$ cat src/rtl/crt_pkg.sv
// -----------------------------------------------------------------------------
// crt_pkg
// Shared types and decode helpers for the CRT row-fetch engine.
//   crt_state_e      : fetch-engine state encoding
//   BURST_LEN_LUT    : cfg_burst_cnt -> characters per DMA burst
//   BURST_SPACE_LUT  : cfg_burst_space -> char clocks idle between bursts
//   is_stop_code     : byte ends the current row
//   is_eos_code      : byte ends the screen (halts until next frame)
//   is_field_attr    : byte is a field-attribute character
// -----------------------------------------------------------------------------
package crt_pkg;

  typedef enum logic [2:0] {
    ST_IDLE,
    ST_REQ,
    ST_SPACE,
    ST_DONE,
    ST_HALT
  } crt_state_e;

  // Element [n] is the value selected by configuration code n.
  localparam logic [3:0][3:0] BURST_LEN_LUT   = {4'd8, 4'd4, 4'd2, 4'd1};
  localparam logic [7:0][5:0] BURST_SPACE_LUT = {6'd55, 6'd47, 6'd39, 6'd31,
                                                 6'd23, 6'd15, 6'd7,  6'd0};

  function automatic logic is_stop_code(input logic [7:0] b);
    return (b[7:4] == 4'hF) && b[0];
  endfunction

  function automatic logic is_eos_code(input logic [7:0] b);
    return is_stop_code(b) && b[1];
  endfunction

  function automatic logic is_field_attr(input logic [7:0] b);
    return b[7:6] == 2'b10;
  endfunction

endpackage

$ cat src/rtl/crt_row_ram.sv
// -----------------------------------------------------------------------------
// crt_row_ram
// Dual-bank buffer: one write port, one registered read port. The writer and
// reader address opposite banks so a row can be fetched while the previous one
// is displayed.
//   i_wr_en/i_wr_bank/i_wr_addr/i_wr_data : write port
//   i_rd_bank/i_rd_addr                   : read address, o_rd_data one cycle later
// -----------------------------------------------------------------------------
module crt_row_ram #(
  parameter int DEPTH = 80,
  parameter int WIDTH = 8
) (
  input  logic                     clk,
  input  logic                     reset_n,
  input  logic                     i_wr_en,
  input  logic                     i_wr_bank,
  input  logic [$clog2(DEPTH)-1:0] i_wr_addr,
  input  logic [WIDTH-1:0]         i_wr_data,
  input  logic                     i_rd_bank,
  input  logic [$clog2(DEPTH)-1:0] i_rd_addr,
  output logic [WIDTH-1:0]         o_rd_data
);

  logic [WIDTH-1:0] r_mem [2][DEPTH];

  // NOTE: the storage array has no reset so it maps onto plain RAM; only the
  // read-data register is reset to give a defined output after reset.
  always_ff @(posedge clk) begin
    if (i_wr_en && (int'(i_wr_addr) < DEPTH)) begin
      r_mem[i_wr_bank][i_wr_addr] <= i_wr_data;
    end
  end

  always_ff @(posedge clk) begin
    if (!reset_n) begin
      o_rd_data <= '0;
    end else if (int'(i_rd_addr) < DEPTH) begin
      o_rd_data <= r_mem[i_rd_bank][i_rd_addr];
    end else begin
      o_rd_data <= '0;
    end
  end

endmodule

$ cat src/rtl/crt_row_fetch.sv
// -----------------------------------------------------------------------------
// crt_row_fetch
// DMA row-fetch engine. Fetches one row of characters (plus inline field
// attributes) per row_start into the write bank while the display bank is
// read by the pixel pipeline.
//   clk, reset_n (sync, active-low)
//   char_en, frame_start, row_start        : timing strobes
//   cfg_*                                  : geometry / burst configuration
//   drq, dack, ichar                       : DMA handshake and data
//   rd_col/rd_char, rd_fidx/rd_fdata       : display-bank reads, 1-cycle latency
//   row_done, st_underrun/overrun/eos      : status (st_* sticky, status_clr)
// -----------------------------------------------------------------------------
module crt_row_fetch
  import crt_pkg::*;
#(
  parameter int COLS       = 80,
  parameter int FIFO_DEPTH = 16
) (
  input  logic                          clk,
  input  logic                          reset_n,
  input  logic                          char_en,
  input  logic                          frame_start,
  input  logic                          row_start,
  input  logic [$clog2(COLS)-1:0]       cfg_cols,
  input  logic                          cfg_fillattr,
  input  logic [1:0]                    cfg_burst_cnt,
  input  logic [2:0]                    cfg_burst_space,
  input  logic                          cfg_dma_en,
  output logic                          drq,
  input  logic                          dack,
  input  logic [7:0]                    ichar,
  input  logic [$clog2(COLS)-1:0]       rd_col,
  output logic [7:0]                    rd_char,
  input  logic [$clog2(FIFO_DEPTH)-1:0] rd_fidx,
  output logic [6:0]                    rd_fdata,
  output logic                          row_done,
  output logic                          st_underrun,
  output logic                          st_overrun,
  output logic                          st_eos,
  input  logic                          status_clr
);

  localparam int CW = $clog2(COLS);
  localparam int FW = $clog2(FIFO_DEPTH);
  localparam logic [FW:0] FIFO_FULL = (FW+1)'(FIFO_DEPTH);

  crt_state_e  r_state, w_state_nxt;
  logic        r_wbank, w_wbank_nxt;
  logic [CW:0] r_col, w_col_nxt;
  logic [FW:0] r_fifo_wp, w_fifo_wp_nxt;
  logic [3:0]  r_burst, w_burst_nxt;
  logic [5:0]  r_space, w_space_nxt;
  logic        r_attr_pend, w_attr_pend_nxt;
  logic        r_dack_q;
  logic        r_underrun, r_overrun, r_eos;

  logic        w_xfer, w_row_we, w_fifo_we;
  logic        w_row_end, w_halt_eos, w_burst_full;
  logic        w_set_underrun, w_set_overrun, w_set_eos;
  logic [CW:0] w_col_end;
  logic [3:0]  w_burst_len;
  logic [5:0]  w_space_len;

  // A transfer is a dack rising edge seen while requesting; ichar is taken
  // in that same cycle.
  assign w_xfer      = (r_state == ST_REQ) && dack && !r_dack_q;
  assign w_col_end   = {1'b0, cfg_cols} + 1'b1;
  assign w_burst_len = BURST_LEN_LUT[cfg_burst_cnt];
  assign w_space_len = BURST_SPACE_LUT[cfg_burst_space];

  always_comb begin
    // NOTE: every signal written here is defaulted first so no path leaves a
    // value unassigned, which would infer a latch.
    w_state_nxt     = r_state;
    w_wbank_nxt     = r_wbank;
    w_col_nxt       = r_col;
    w_fifo_wp_nxt   = r_fifo_wp;
    w_burst_nxt     = r_burst;
    w_space_nxt     = r_space;
    w_attr_pend_nxt = r_attr_pend;
    w_row_we        = 1'b0;
    w_fifo_we       = 1'b0;
    w_row_end       = 1'b0;
    w_halt_eos      = 1'b0;
    w_burst_full    = 1'b0;
    w_set_underrun  = 1'b0;
    w_set_overrun   = 1'b0;
    w_set_eos       = 1'b0;

    // Byte handling: the byte after a transparent attribute goes to the FIFO.
    if (w_xfer) begin
      if (r_attr_pend) begin
        w_attr_pend_nxt = 1'b0;
        if (r_fifo_wp != FIFO_FULL) begin
          w_fifo_we     = 1'b1;
          w_fifo_wp_nxt = r_fifo_wp + 1'b1;
        end else begin
          w_set_overrun = 1'b1;
        end
        // The last column may have been reached while this byte was pending.
        w_row_end = (r_col == w_col_end);
      end else begin
        w_row_we        = 1'b1;
        w_col_nxt       = r_col + 1'b1;
        w_attr_pend_nxt = is_field_attr(ichar) && !cfg_fillattr;
        if (is_stop_code(ichar)) begin
          w_attr_pend_nxt = 1'b0;
          w_row_end       = 1'b1;
          w_halt_eos      = is_eos_code(ichar);
          w_set_eos       = is_eos_code(ichar);
        end else begin
          w_row_end = (w_col_nxt == w_col_end) && !w_attr_pend_nxt;
        end
      end
      if (r_burst + 1'b1 == w_burst_len) begin
        w_burst_full = 1'b1;
        w_burst_nxt  = '0;
      end else begin
        w_burst_nxt = r_burst + 1'b1;
      end
    end

    case (r_state)
      ST_REQ: begin
        if (!cfg_dma_en) begin
          w_state_nxt = ST_IDLE;
        end else if (w_halt_eos) begin
          w_state_nxt = ST_HALT;
        end else if (w_row_end) begin
          w_state_nxt = ST_DONE;
        end else if (w_burst_full && (w_space_len != 6'd0)) begin
          w_state_nxt = ST_SPACE;
          w_space_nxt = '0;
        end
      end
      ST_SPACE: begin
        if (!cfg_dma_en) begin
          w_state_nxt = ST_IDLE;
        end else if (char_en) begin
          if (r_space + 1'b1 == w_space_len) begin
            w_state_nxt = ST_REQ;
          end else begin
            w_space_nxt = r_space + 1'b1;
          end
        end
      end
      ST_IDLE, ST_DONE, ST_HALT: ;
      default: w_state_nxt = ST_IDLE;
    endcase

    // row_start is judged after any same-cycle byte, so a byte that completes
    // the row turns a would-be underrun into a normal row change.
    if (row_start && (r_state != ST_HALT) && !w_halt_eos) begin
      if (((r_state == ST_REQ) && !w_row_end) || (r_state == ST_SPACE)) begin
        w_set_underrun = 1'b1;
        w_wbank_nxt    = ~r_wbank;
        w_state_nxt    = ST_HALT;
      end else if (cfg_dma_en) begin
        w_state_nxt     = ST_REQ;
        w_wbank_nxt     = ~r_wbank;
        w_col_nxt       = '0;
        w_fifo_wp_nxt   = '0;
        w_burst_nxt     = '0;
        w_space_nxt     = '0;
        w_attr_pend_nxt = 1'b0;
      end else begin
        w_state_nxt = ST_IDLE;
      end
    end

    if (frame_start) begin
      w_state_nxt = ST_IDLE;
    end
  end

  // NOTE: sequential state uses non-blocking assignments so every register
  // samples the pre-edge values regardless of statement order.
  always_ff @(posedge clk) begin
    if (!reset_n) begin
      r_state     <= ST_IDLE;
      r_wbank     <= 1'b0;
      r_col       <= '0;
      r_fifo_wp   <= '0;
      r_burst     <= '0;
      r_space     <= '0;
      r_attr_pend <= 1'b0;
      r_dack_q    <= 1'b0;
      r_underrun  <= 1'b0;
      r_overrun   <= 1'b0;
      r_eos       <= 1'b0;
    end else begin
      r_state     <= w_state_nxt;
      r_wbank     <= w_wbank_nxt;
      r_col       <= w_col_nxt;
      r_fifo_wp   <= w_fifo_wp_nxt;
      r_burst     <= w_burst_nxt;
      r_space     <= w_space_nxt;
      r_attr_pend <= w_attr_pend_nxt;
      r_dack_q    <= dack;
      // A set event in the same cycle as status_clr wins.
      r_underrun  <= w_set_underrun | (r_underrun & ~status_clr);
      r_overrun   <= w_set_overrun  | (r_overrun  & ~status_clr);
      r_eos       <= w_set_eos      | (r_eos      & ~status_clr);
    end
  end

  assign drq         = (r_state == ST_REQ);
  assign row_done    = (r_state == ST_DONE);
  assign st_underrun = r_underrun;
  assign st_overrun  = r_overrun;
  assign st_eos      = r_eos;

  crt_row_ram #(.DEPTH(COLS), .WIDTH(8)) u_row_ram (
    .clk       (clk),
    .reset_n   (reset_n),
    .i_wr_en   (w_row_we),
    .i_wr_bank (r_wbank),
    .i_wr_addr (r_col[CW-1:0]),
    .i_wr_data (ichar),
    .i_rd_bank (~r_wbank),
    .i_rd_addr (rd_col),
    .o_rd_data (rd_char)
  );

  crt_row_ram #(.DEPTH(FIFO_DEPTH), .WIDTH(7)) u_fifo_ram (
    .clk       (clk),
    .reset_n   (reset_n),
    .i_wr_en   (w_fifo_we),
    .i_wr_bank (r_wbank),
    .i_wr_addr (r_fifo_wp[FW-1:0]),
    .i_wr_data (ichar[6:0]),
    .i_rd_bank (~r_wbank),
    .i_rd_addr (rd_fidx),
    .o_rd_data (rd_fdata)
  );

endmodule

$ cat config.mk
export PLATFORM = sky130hd
export DESIGN_NAME = crt_row_fetch
export DESIGN_NICKNAME = d
export VERILOG_FILES = /design/src/rtl/crt_pkg.sv /design/src/rtl/crt_row_ram.sv /design/src/rtl/crt_row_fetch.sv
export SDC_FILE = /design/constraint.sdc
export NUM_CORES = 1
export LEC_CHECK = 0
export CAP_MARGIN = 20
export CORE_ASPECT_RATIO = 1.1
export CORE_MARGIN = 1
export CORE_UTILIZATION = 45
export DETAILED_ROUTE_END_ITERATION = 8
export DONT_BUFFER_PORTS = 1
export SLEW_MARGIN = 25
export SYNTH_ARGS = -nofsm -noshare
export SYNTH_HDL_FRONTEND = slang
export SYNTH_SLANG_ARGS = --single-unit
$ cat constraint.sdc
create_clock -name clk -period 3.6 [get_ports clk]
set_input_delay 0.72 -clock clk [delete_from_list [all_inputs] [get_ports clk]]
set_output_delay 0.72 -clock clk [all_outputs]
set_load 0.02 [all_outputs]
==> results.md, run 1 <==
* Antenna diodes at 0
* Starting Density at 45.6%
* Post-CTS setup buffers at 0
* Core footprint at 133,000 µm²
* Period utilization at 99.4%
* # fillers at 10,300
* Synth async-reset ratio at 0%
* Net count after synthesis at 2,809
* RSZ-0062 raised after global routing: true
* Routed WL per cell at 28.5 µm
* First-pass GRT wire length at 204,000 µm
* Post-synth EDFFs at 1,504
* Vias in the first global route at 29,500
* Worst-Margin Slew at 1120 ps
* Met1 wire length at 56,500 µm
* CTS Root Cell: clkbuf_16
* Layout cells sized above 1 at 28.8%
* Critical Path Source Type: flop
* Clk slew on worst S/H paths at 60 ps
* Bufs on Longest Clock Path at 3
* Most common cell after layout, fill and taps aside: edfxtp_1
* Max Used Layer: met5
* I/O Buffers at 0
* Routed length on met3 at 8090 µm
* Final worst clock skew at 27.4 ps
* Final nets at 3,000
* Seq cells post-synth at 1,551
* Pre-CTS WS at 85.8 ps
* Residual DRC count at 0
* Worst hold-check path type: in -> reg
* Max VDD drop at 0.000434 V
* Max Transition Viols Final at 0
* Power per cell area at 543 nW/µm²
* Setup ws final at 20.0 ps
* TNS Setup at 0 ps
* Kind of end point of the critical path: flop
* PnR Total Power at 37,200 µW
* Drt pass-1 iters at 5
* Met2 Wirelength at 71,000 µm
* IO Pins at 60
* Die height at 387 µm
* Total wire length at 138,000 µm
* All-layer global routing usage at 20.5%
* Worst-path maximum fanout at 12
* Vias per cell at 5.85
* P_leak at 0.0211 µW
* P&R area growth vs syn at 13.0%
* Largest net degree at the start of global routing at 321
* Post-route ant nets at 0
* Synthesized area per cell at 22.0 µm²
* Fin Hold WS at 68.8 ps
* Ys flop type: edfxtp_1
* Row count at 140
* Synth Instances at 2,758
* Clock latency at the later pin of the worst-skew pair at 770 ps
* Final Hold Fails at 0
* Yosys warns at 0
* Max-cap violations at 0
* Sequential area share after synthesis at 76.0%
* Tmin final at 3580 ps
* Netlist cell types at 59
* F_max at 0.279 GHz
* Syn Std Cell Area at 60,700 µm²
* Clk sink count at 1,551
* Iter 0 DRT Violations at 2,684
* Most frequent cells in the layout: edfxtp_1, mux4_2, nor2_1
* Antenna violations before repair at 4
* Final GP Congestion at 0.796
* CTS tree: done
* Status: completed
* Post-DP HPWL at 80,900 µm
* CP Class: reg -> reg
* Horiz. Die Dim at 352 µm
* H-tree levels at 4
* Vias at 28,300
* Normalized max-slew margin at 25.1%
* Die Area at 136,000 µm²
* CP Data Arrival Time at 3980 ps
* Total CTS buffers at 152
* Required time of the critical path at 4000 ps
* Setup Viol. Count Final at 0
* Total gr overflow at 0
-- cells by family after synthesis --
group                      share of synthesized area (%)
AOI/OAI and AO/OA                                  0.977
adders and majority gates                          0.227
muxes                                               18.3
DFF                                                 76.0
buffers and inverters                               1.20
and+or+nand+nor                                     2.84
xor gates and xnor gates                           0.528
-- where the power goes --
group / switching, µW / total, µW / internal [µW]
clock network: 6590 / 15600 / 8960
registers: 57.7 / 19900 / 19800
logic: 789 / 1830 / 1040
total: 7440 / 37200 / 29800
-- sequential cells by signal, summed over array words and instances (netlist names) --
name	flops
st_underrun	1
r_attr_pend	1
st_overrun	1
r_fifo_wp	5
r_col	8
u_row_ram.r_mem	1280
u_fifo_ram.o_rd_data	7
r_burst	4
r_dack_q	1
r_space	6
st_eos	1
u_fifo_ram.r_mem	224
u_row_ram.o_rd_data	8
r_state	3
r_wbank	1
-- cell type report --
type	count	area [µm²]	share of cell area, %
sequential	1551	46100	67.2
multi-input combinational	1047	13900	20.2
clock buffer	192	4110	5.99
tap	1775	2220	3.24
timing repair buffer	181	1470	2.15
clock inverter	82	761	1.11
inverter	16	60.1	0.0876
-- worst max-delay path, stage by stage, from the launching register on --
cell and delay (ps):
dfxtp_1 420, nor3b_2 280, nand3b_1 170, nor2_2 210, nand2_1 120, nor3_1 360
nand2_1 780, nor2_1 860
-- repair_timing --
| item | CTS | global route |
|---|---|---|
| hold buffers | 0 | 0 |
| setup endpoints to repair | 0 | 48 |
| gates resized for setup | 0 | 1 |
-- per-layer routing --
metal / track usage, % / vias up
met5: 0 / -
met1: 28.0 / 15300
li1: - / 11900
met4: 5.26 / 2
met2: 34.3 / 941
met3: 3.44 / 170
-- synthesized netlist by cell type (6+ instances only) --
library cell | count | area share, %
nand3_1 | 28 | 0.23
mux2_2 | 8 | 0.15
buf_1 | 17 | 0.11
xor2_1 | 11 | 0.16
nor2_1 | 236 | 1.5
edfxtp_1 | 1504 | 74
o21ai_0 | 17 | 0.14
a21oi_1 | 13 | 0.11
nor3_1 | 13 | 0.11
nand2_1 | 59 | 0.36
dfxtp_1 | 47 | 1.6
buf_6 | 6 | 0.11
clkbuf_1 | 63 | 0.39
o21ai_1 | 7 | 0.058
nand2b_1 | 7 | 0.072
buf_2 | 54 | 0.45
mux4_2 | 470 | 17
ha_1 | 11 | 0.23
o22ai_1 | 8 | 0.082
nor2b_1 | 11 | 0.11
a221o_1 | 8 | 0.13
xnor2_1 | 23 | 0.33
mux2i_1 | 41 | 0.68
inv_1 | 16 | 0.099
-- metrics by stage --
stage | util [%] | instance area, µm² | instances
floorplan | - | 60700 | 2758
global placement | 47.9 | 63700 | 4570
detailed placement | 47.9 | 63700 | 4570
CTS | 51.5 | 68600 | 4844
global route | 51.5 | 68600 | 4844
finish | 51.5 | 68600 | 4844
-- final timing paths --
path                            startpoint                       to  slack, ps  cells after the start
worst max register to register  r_state[2]  u_row_ram.r_mem[0][233]         20                      7
worst max-delay path            r_state[2]  u_row_ram.r_mem[0][233]         20                      7
worst min register to register  r_burst[2]               r_burst[2]        510                      2
worst min-delay path              ichar[1]  u_row_ram.r_mem[0][121]         70                      0
Power figures use the tool's default switching activity.
==> inputs of run 2 (changes only) <==
--- a/config.mk
+++ b/config.mk
@@ -11,7 +11,8 @@
 export CORE_UTILIZATION = 45
 export DETAILED_ROUTE_END_ITERATION = 8
 export DONT_BUFFER_PORTS = 1
-export SLEW_MARGIN = 25
+export REMOVE_ABC_BUFFERS = 1
 export SYNTH_ARGS = -nofsm -noshare
 export SYNTH_HDL_FRONTEND = slang
+export SYNTH_HIERARCHICAL = 1
 export SYNTH_SLANG_ARGS = --single-unit
==> results.md, run 2 <==
* Buf/Inv on CP at 2 (+2)
* TNS Setup at 0 ps (unchanged)
* Post-CTS Resized at 0 (unchanged)
* Clock latency at the later pin of the worst-skew pair at 780 ps (about the same)
* Netlist cell types at 79 (+34%)
* Die height at 389 µm (+0.45%)
* Top reg by flops: u_row_ram/r_mem
* Largest register FFs at 1,280 (unchanged)
* Met3 global-route usage at 4.56% (+1.1 points)
* Bufs on Longest Clock Path at 3 (unchanged)
* Leading area contributor after synthesis: edfxtp_1
* Clk slew on worst S/H paths at 60 ps (about the same)
* Setup Viol. Count Final at 0 (unchanged)
* H-tree levels at 4 (unchanged)
* IO Pins at 60 (unchanged)
* Met1 usage at 29.1% (+1.1 points)
* Row count at 141 (+0.71%)
* Layout cells sized above 1 at 27.1% (-1.7 points)
* Status: completed
* CP Data Arrival Time at 4000 ps (+20 ps)
* I/O Buffers at 0 (unchanged)
* CP Class: reg -> reg
* Yosys warns at 6 (+6)
* Antenna violations before repair at 3 (-1)
* Max VDD drop at 0.000433 V (about the same)
* Core footprint at 135,000 µm² (+1.1%)
* Area share of the largest cell type after synthesis at 73.7% (-0.67 points)
* Synth Instances at 2,963 (+7.4%)
* Cell count after placement at 4,841 (+5.9%)
* RSZ-0062 raised after global routing: false
* Fin util at 51.5% (about the same)
* Syn Std Cell Area at 61,200 µm² (+0.90%)
* Synth async-reset ratio at 0% (unchanged)
* Final nets at 3,256 (+8.5%)
* Total gr overflow at 0 (unchanged)
* Drt pass-1 iters at 5 (unchanged)
* Vias in the first global route at 31,600 (+7.0%)
* Seq cells post-synth at 1,551 (unchanged)
* Post-DP HPWL at 90,800 µm (+12%)
* P&R area growth vs syn at 13.2%
* Max Transition Viols Final at 0 (unchanged)
* CTS tree: done
* Synth top area cells: edfxtp_1, mux4_2, dfxtp_1
* Count leader, synth: edfxtp_1
* Biggest regs: u_row_ram/r_mem x1280, u_fifo_ram/r_mem x224
* Synthesized area per cell at 20.7 µm² (-6.1%)
* Most frequent CP cell: mux4_2
* Final GP Congestion at 0.866 (+8.9%)
* Crit-path max cell delay at 550 ps (-310 ps)
* Clk sink count at 1,551 (unchanged)
* Starting Density at 45.5% (-0.094 points)
* Total CTS buffers at 151 (-0.66%)
* Final Cell Area at 69,300 µm² (+1.0%)
* Placed Area at 64,500 µm² (+1.3%)
* Final worst clock skew at 24.2 ps (-3.23 ps)
* Worst-path maximum fanout at 26 (+14)
* Post-CTS Hold Buffers at 0 (unchanged)
* Vias per cell at 5.99 (+2.5%)
* Most frequent cells in the layout: edfxtp_1, mux4_2, nor2_1
* Post-synth EDFFs at 1,504 (unchanged)
* Power per cell area at 534 nW/µm² (-1.7%)
* Worst-Margin Slew at 1020 ps (-98.9 ps)
* Worst hold-check path type: in -> reg
* Post-route ant nets at 0 (unchanged)
* Ys flop type: edfxtp_1
* Iter 0 DRT Violations at 2,998 (+12%)
* Residual DRC count at 0 (unchanged)
* Worst path cell trace: inv_8 -> buf_12 -> mux4_2 -> mux4_2 -> mux2_2 -> a22oi_1 -> nor3b_2 -> o221ai_1
* Largest net degree at the start of global routing at 324 (+0.93%)
* Required time of the critical path at 4140 ps (+140 ps)
* CTS Root Cell: clkbuf_16
* Critical Path Source Type: flop
* Die Area at 138,000 µm² (+0.90%)
* Final Hold Fails at 0 (unchanged)
* Most common cell after layout, fill and taps aside: edfxtp_1
* Normalized max-slew margin at 31.8% (+6.6 points)
* First-pass GRT wire length at 220,000 µm (+8.0%)
* F_max at 0.289 GHz (+3.5%)
* Antenna diodes at 0 (unchanged)
* P_leak at 0.0220 µW (+4.1%)
* Layout Cells excl Fill at 5,115 (+5.6%)
* Sequential area share after synthesis at 75.3% (-0.68 points)
* Post-synth top cells: edfxtp_1, mux4_2, nor2_1
* All-layer global routing usage at 22.1% (+1.6 points)
* Vias at 30,700 (+8.3%)
* Horiz. Die Dim at 354 µm (+0.45%)
* Total wire length at 150,000 µm (+8.5%)
* Period utilization at 96.1% (-3.3 points)
* Post-CTS setup buffers at 0 (unchanged)
* Routed WL per cell at 29.3 µm (+2.8%)
* Crit-path slowest cell: mux4_2
* Tmin final at 3460 ps (-120 ps)
* CP top delay family: multiplexers
* Max-cap violations at 0 (unchanged)
* Top Usage Layer GRT: met2
* Kind of end point of the critical path: flop
* Met2 usage at 36.8% (+2.5 points)
==> run 2: changes by cell type after synthesis, sizes merged, moves of 9 or more <==
| cell | change |
|---|---|
| a2111oi | +10 |
| a21oi | +29 |
| a22oi | +18 |
| a31oi | +13 |
| buf | +17 |
| clkbuf | -9 |
| mux2 | +12 |
| mux4 | -63 |
| nand2 | +40 |
| nand3 | +9 |
| nor2b | +12 |
| o221ai | +14 |
| o22ai | +9 |
| xnor2 | -9 |
==> run 2: cell families (layout without fill, tap and decap cells) <==
logic type	Yosys count	count (layout)	synth area share (%)
flops	1551	1551	75.3
compound gates	206	206	2.35
mux	476	476	16.1
buf+inv	172	537	1.57
simple gates	520	520	3.98
fa+ha+maj	9	9	0.184
xor+xnor	29	29	0.484
==> run 2: where the power goes <==
part / switching, µW / internal (µW) / total [µW]
Combinational: 891 / 945 / 1840
Clock: 6570 / 8730 / 15300
Sequential: 47.1 / 19800 / 19800
==> run 2: through the flow <==
| step | hold slack, ps | setup WS [ps] | power (µW) |
|---|---|---|---|
| after global placement | 451 | 153 | 22100 |
| final | 50.4 | 140 | 37000 |
| after global routing | 10.8 | 102 | 38000 |
| after CTS | 7.88 | 193 | 37300 |
| after floorplan | 444 | -11310 | 22000 |
| after detailed placement | 482 | 164 | 22100 |
==> run 2: path summary, 6_finish.rpt <==
kind / startpoint / endpoint / slack, ps / cells after the start
setup / recovery: r_wbank / u_row_ram/o_rd_data[2] / 140 / 8
hold / removal: ichar[2] / u_row_ram/r_mem[0][506] / 50 / 0
hold reg to reg: r_burst[3] / r_burst[3] / 490 / 2
setup reg to reg: r_wbank / u_row_ram/o_rd_data[2] / 140 / 8
==> run 2: layout make-up <==
class / instances / area (µm²)
Fill cell: 10500 / 65300
Sequential cell: 1551 / 46100
Tap cell: 1787 / 2240
Multi-Input combinational cell: 1240 / 14200
Clock buffer: 190 / 4100
Clock inverter: 84 / 686
Timing Repair Buffer: 243 / 1920
Inverter: 20 / 82.6
==> run 2: metal layers <==
metal | part of all wire, % | wire length, µm | up-vias
li1 | - | - | 12800
met3 | 6.8 | 10100 | 231
met4 | 2.8 | 4270 | 6
met2 | 50 | 75300 | 1146
met5 | 0.029 | 44 | -
met1 | 40 | 60200 | 16500
==> run 2: worst register-to-register path: stages (launching register included) <==
cell      delay (ps)
dfxtp_1          360
inv_8            270
buf_12           350
mux4_2           560
mux4_2           520
mux2_2           330
a22oi_1          210
nor3b_2          320
o221ai_1         320
==> inputs of run 3 (changes only) <==
--- a/config.mk
+++ b/config.mk
@@ -11,7 +11,6 @@
 export CORE_UTILIZATION = 45
 export DETAILED_ROUTE_END_ITERATION = 8
 export DONT_BUFFER_PORTS = 1
-export REMOVE_ABC_BUFFERS = 1
 export SYNTH_ARGS = -nofsm -noshare
 export SYNTH_HDL_FRONTEND = slang
 export SYNTH_HIERARCHICAL = 1
==> results.md, run 3 (synthesized netlist as in run 2, its figures left out) <==
* Vias at 30,500 (-0.36%)
* Horiz. Die Dim at 354 µm (unchanged)
* Post-CTS Hold Buffers at 4 (+4)
* First-pass GRT wire length at 218,000 µm (-0.98%)
* Max Transition Viols Final at 0 (unchanged)
* Reg power frac at 53.3% (-0.4 points)
* CP Class: reg -> reg
* Final worst clock skew at 32.7 ps (+8.59 ps)
* Setup Viol. Count Final at 0 (unchanged)
* CP Data Arrival Time at 3900 ps (-100 ps)
* Row count at 141 (unchanged)
* Layout cells sized above 1 at 27.2% (+0.11 points)
* Crit-path max cell delay at 620 ps (+70 ps)
* Sw Pwr at 7520 µW (+0.22%)
* Die Area at 138,000 µm² (unchanged)
* All-layer global routing usage at 21.9% (-0.16 points)
* Fin Hold WS at 52.6 ps (+2.20 ps)
* Normalized max-slew margin at 41.2% (+9.5 points)
* CP top delay family: buffers and inverters
* Antenna violations before repair at 2 (-1)
* Cell count after placement at 4,841 (unchanged)
* Largest register FFs at 1,280 (unchanged)
* Internal power at 29,700 µW (+0.86%)
* H-tree levels at 4 (unchanged)
* Most frequent CP cell: buf_4
* Post-CTS Resized at 0 (unchanged)
* Clock network fraction of total power at 41.9% (+0.5 points)
* Post-route ant nets at 0 (unchanged)
* Worst hold-check path type: in -> reg
* Tmin final at 3270 ps (-194 ps)
* Max-cap violations at 0 (unchanged)
* Vias per cell at 5.96 (-0.60%)
* Final GP Congestion at 0.874 (+0.89%)
* Worst path cell trace: inv_8 -> buf_4 -> buf_12 -> mux4_2 -> a22o_1 -> a221oi_1 -> buf_4 -> a211oi_1 -> o21ai_0 -> o221ai_1
* Kind of end point of the critical path: flop
* Final Hold Fails at 0 (unchanged)
* P_leak at 0.0221 µW (+0.53%)
* Total gr overflow at 0 (unchanged)
* Net count after synthesis at 3,012
* Starting Density at 45.5% (unchanged)
* Layout Cells excl Fill at 5,127 (+0.23%)
* F_max at 0.306 GHz (+5.9%)
* Status: completed
* Post-DP HPWL at 89,900 µm (-0.98%)
* Most frequent cells in the layout: edfxtp_1, mux4_2, nor2_1
* # fillers at 10,500 (-0.23%)
* TNS Setup at 0 ps (unchanged)
* Post-CTS setup buffers at 0 (unchanged)
* Sw Ratio at 20.2% (-0.10 points)
* CTS tree: done
* Worst-Margin Slew at 859 ps (-162 ps)
* Final Cell Area at 69,500 µm² (+0.28%)
* Final nets at 3,264 (+0.25%)
* P&R area growth vs syn at 13.5%
* Clk slew on worst S/H paths at 60 ps (about the same)
* RSZ-0062 raised after global routing: false
* I/O Buffers at 0 (unchanged)
* Residual DRC count at 0 (unchanged)
* Total wire length at 149,000 µm (-0.56%)
* Most common cell after layout, fill and taps aside: edfxtp_1
* Routed WL per cell at 29.1 µm (-0.79%)
* Top reg by flops: u_row_ram/r_mem
* Period utilization at 90.7% (-5.4 points)
* Buf/Inv on CP at 4 (+2)
* IO Pins at 60 (unchanged)
* Worst-path maximum fanout at 57 (+120%)
* Bufs on Longest Clock Path at 3 (unchanged)
* Combinational cell fraction of total power at 4.9% (about the same)
* Clock latency at the later pin of the worst-skew pair at 780 ps (about the same)
* Crit-path slowest cell: mux4_2
* Required time of the critical path at 4230 ps (+90 ps)
* Core footprint at 135,000 µm² (unchanged)
* Biggest regs: u_row_ram/r_mem x1280, u_fifo_ram/r_mem x224
* Iter 0 DRT Violations at 3,294 (+9.9%)
* Clk sink count at 1,551 (unchanged)
* Placed Area at 64,600 µm² (about the same)
* Drt pass-1 iters at 6 (+1)
* Max VDD drop at 0.000472 V (+9.0%)
* CTS Root Cell: clkbuf_16
* Antenna diodes at 0 (unchanged)
* Largest net degree at the start of global routing at 324 (unchanged)
* Die height at 389 µm (unchanged)
* Vias in the first global route at 31,500 (-0.42%)
* Fin util at 51.6% (+0.15 points)
* Critical Path Source Type: flop
* Total CTS buffers at 155 (+2.6%)
* Power per cell area at 536 nW/µm² (+0.44%)
-- run 3: power by group through the flow --
stage	combinational, µW	sequential, µW	clock (µW)
after floorplan	1460	20200	0
after global placement	1820	20200	0
after detailed placement	1830	20200	0
after CTS	1840	19800	15900
after global routing	1910	19800	16500
final	1810	19800	15600
-- run 3: final timing paths --
check / start / end / slack, ps / cells after the start
min: ichar[5] / u_row_ram/r_mem[0][469] / 50 / 0
max reg2reg: r_wbank / u_row_ram/o_rd_data[2] / 330 / 10
min reg2reg: r_burst[1] / r_burst[1] / 490 / 2
max: r_wbank / u_row_ram/o_rd_data[2] / 330 / 10
-- run 3: final cells by class --
type / count / area, µm² / area share, %
clock buffer: 196 / 4170 / 6.00
tap: 1787 / 2240 / 3.22
multi-input combinational: 1240 / 14200 / 20.4
inverter: 20 / 82.6 / 0.119
clock inverter: 86 / 726 / 1.04
timing repair buffer: 247 / 2010 / 2.90
sequential: 1551 / 46100 / 66.3
-- run 3: metal layers --
layer	vias to the layer above	GRT usage (%)	wire length (µm)
met4	0	7.50	4840
met1	16300	29.1	60200
met2	1110	36.2	74500
met3	274	4.27	9590
met5	-	0	0
li1	12800	-	-
-- run 3: metrics by stage --
stage               power, µW  setup slack [ps]
global route            38300               140
global placement        22000               357
floorplan               21700               659
CTS                     37600               271
detailed placement      22100               315
finish                  37300               334
-- run 3: worst register-to-register path, cell delays in order (launching register included) --
cell and delay, ps:
dfxtp_1 360, inv_8 210, buf_4 330, buf_12 440, mux4_2 640, a22o_1 300
a221oi_1 280, buf_4 210, a211oi_1 70, o21ai_0 150, o221ai_1 120
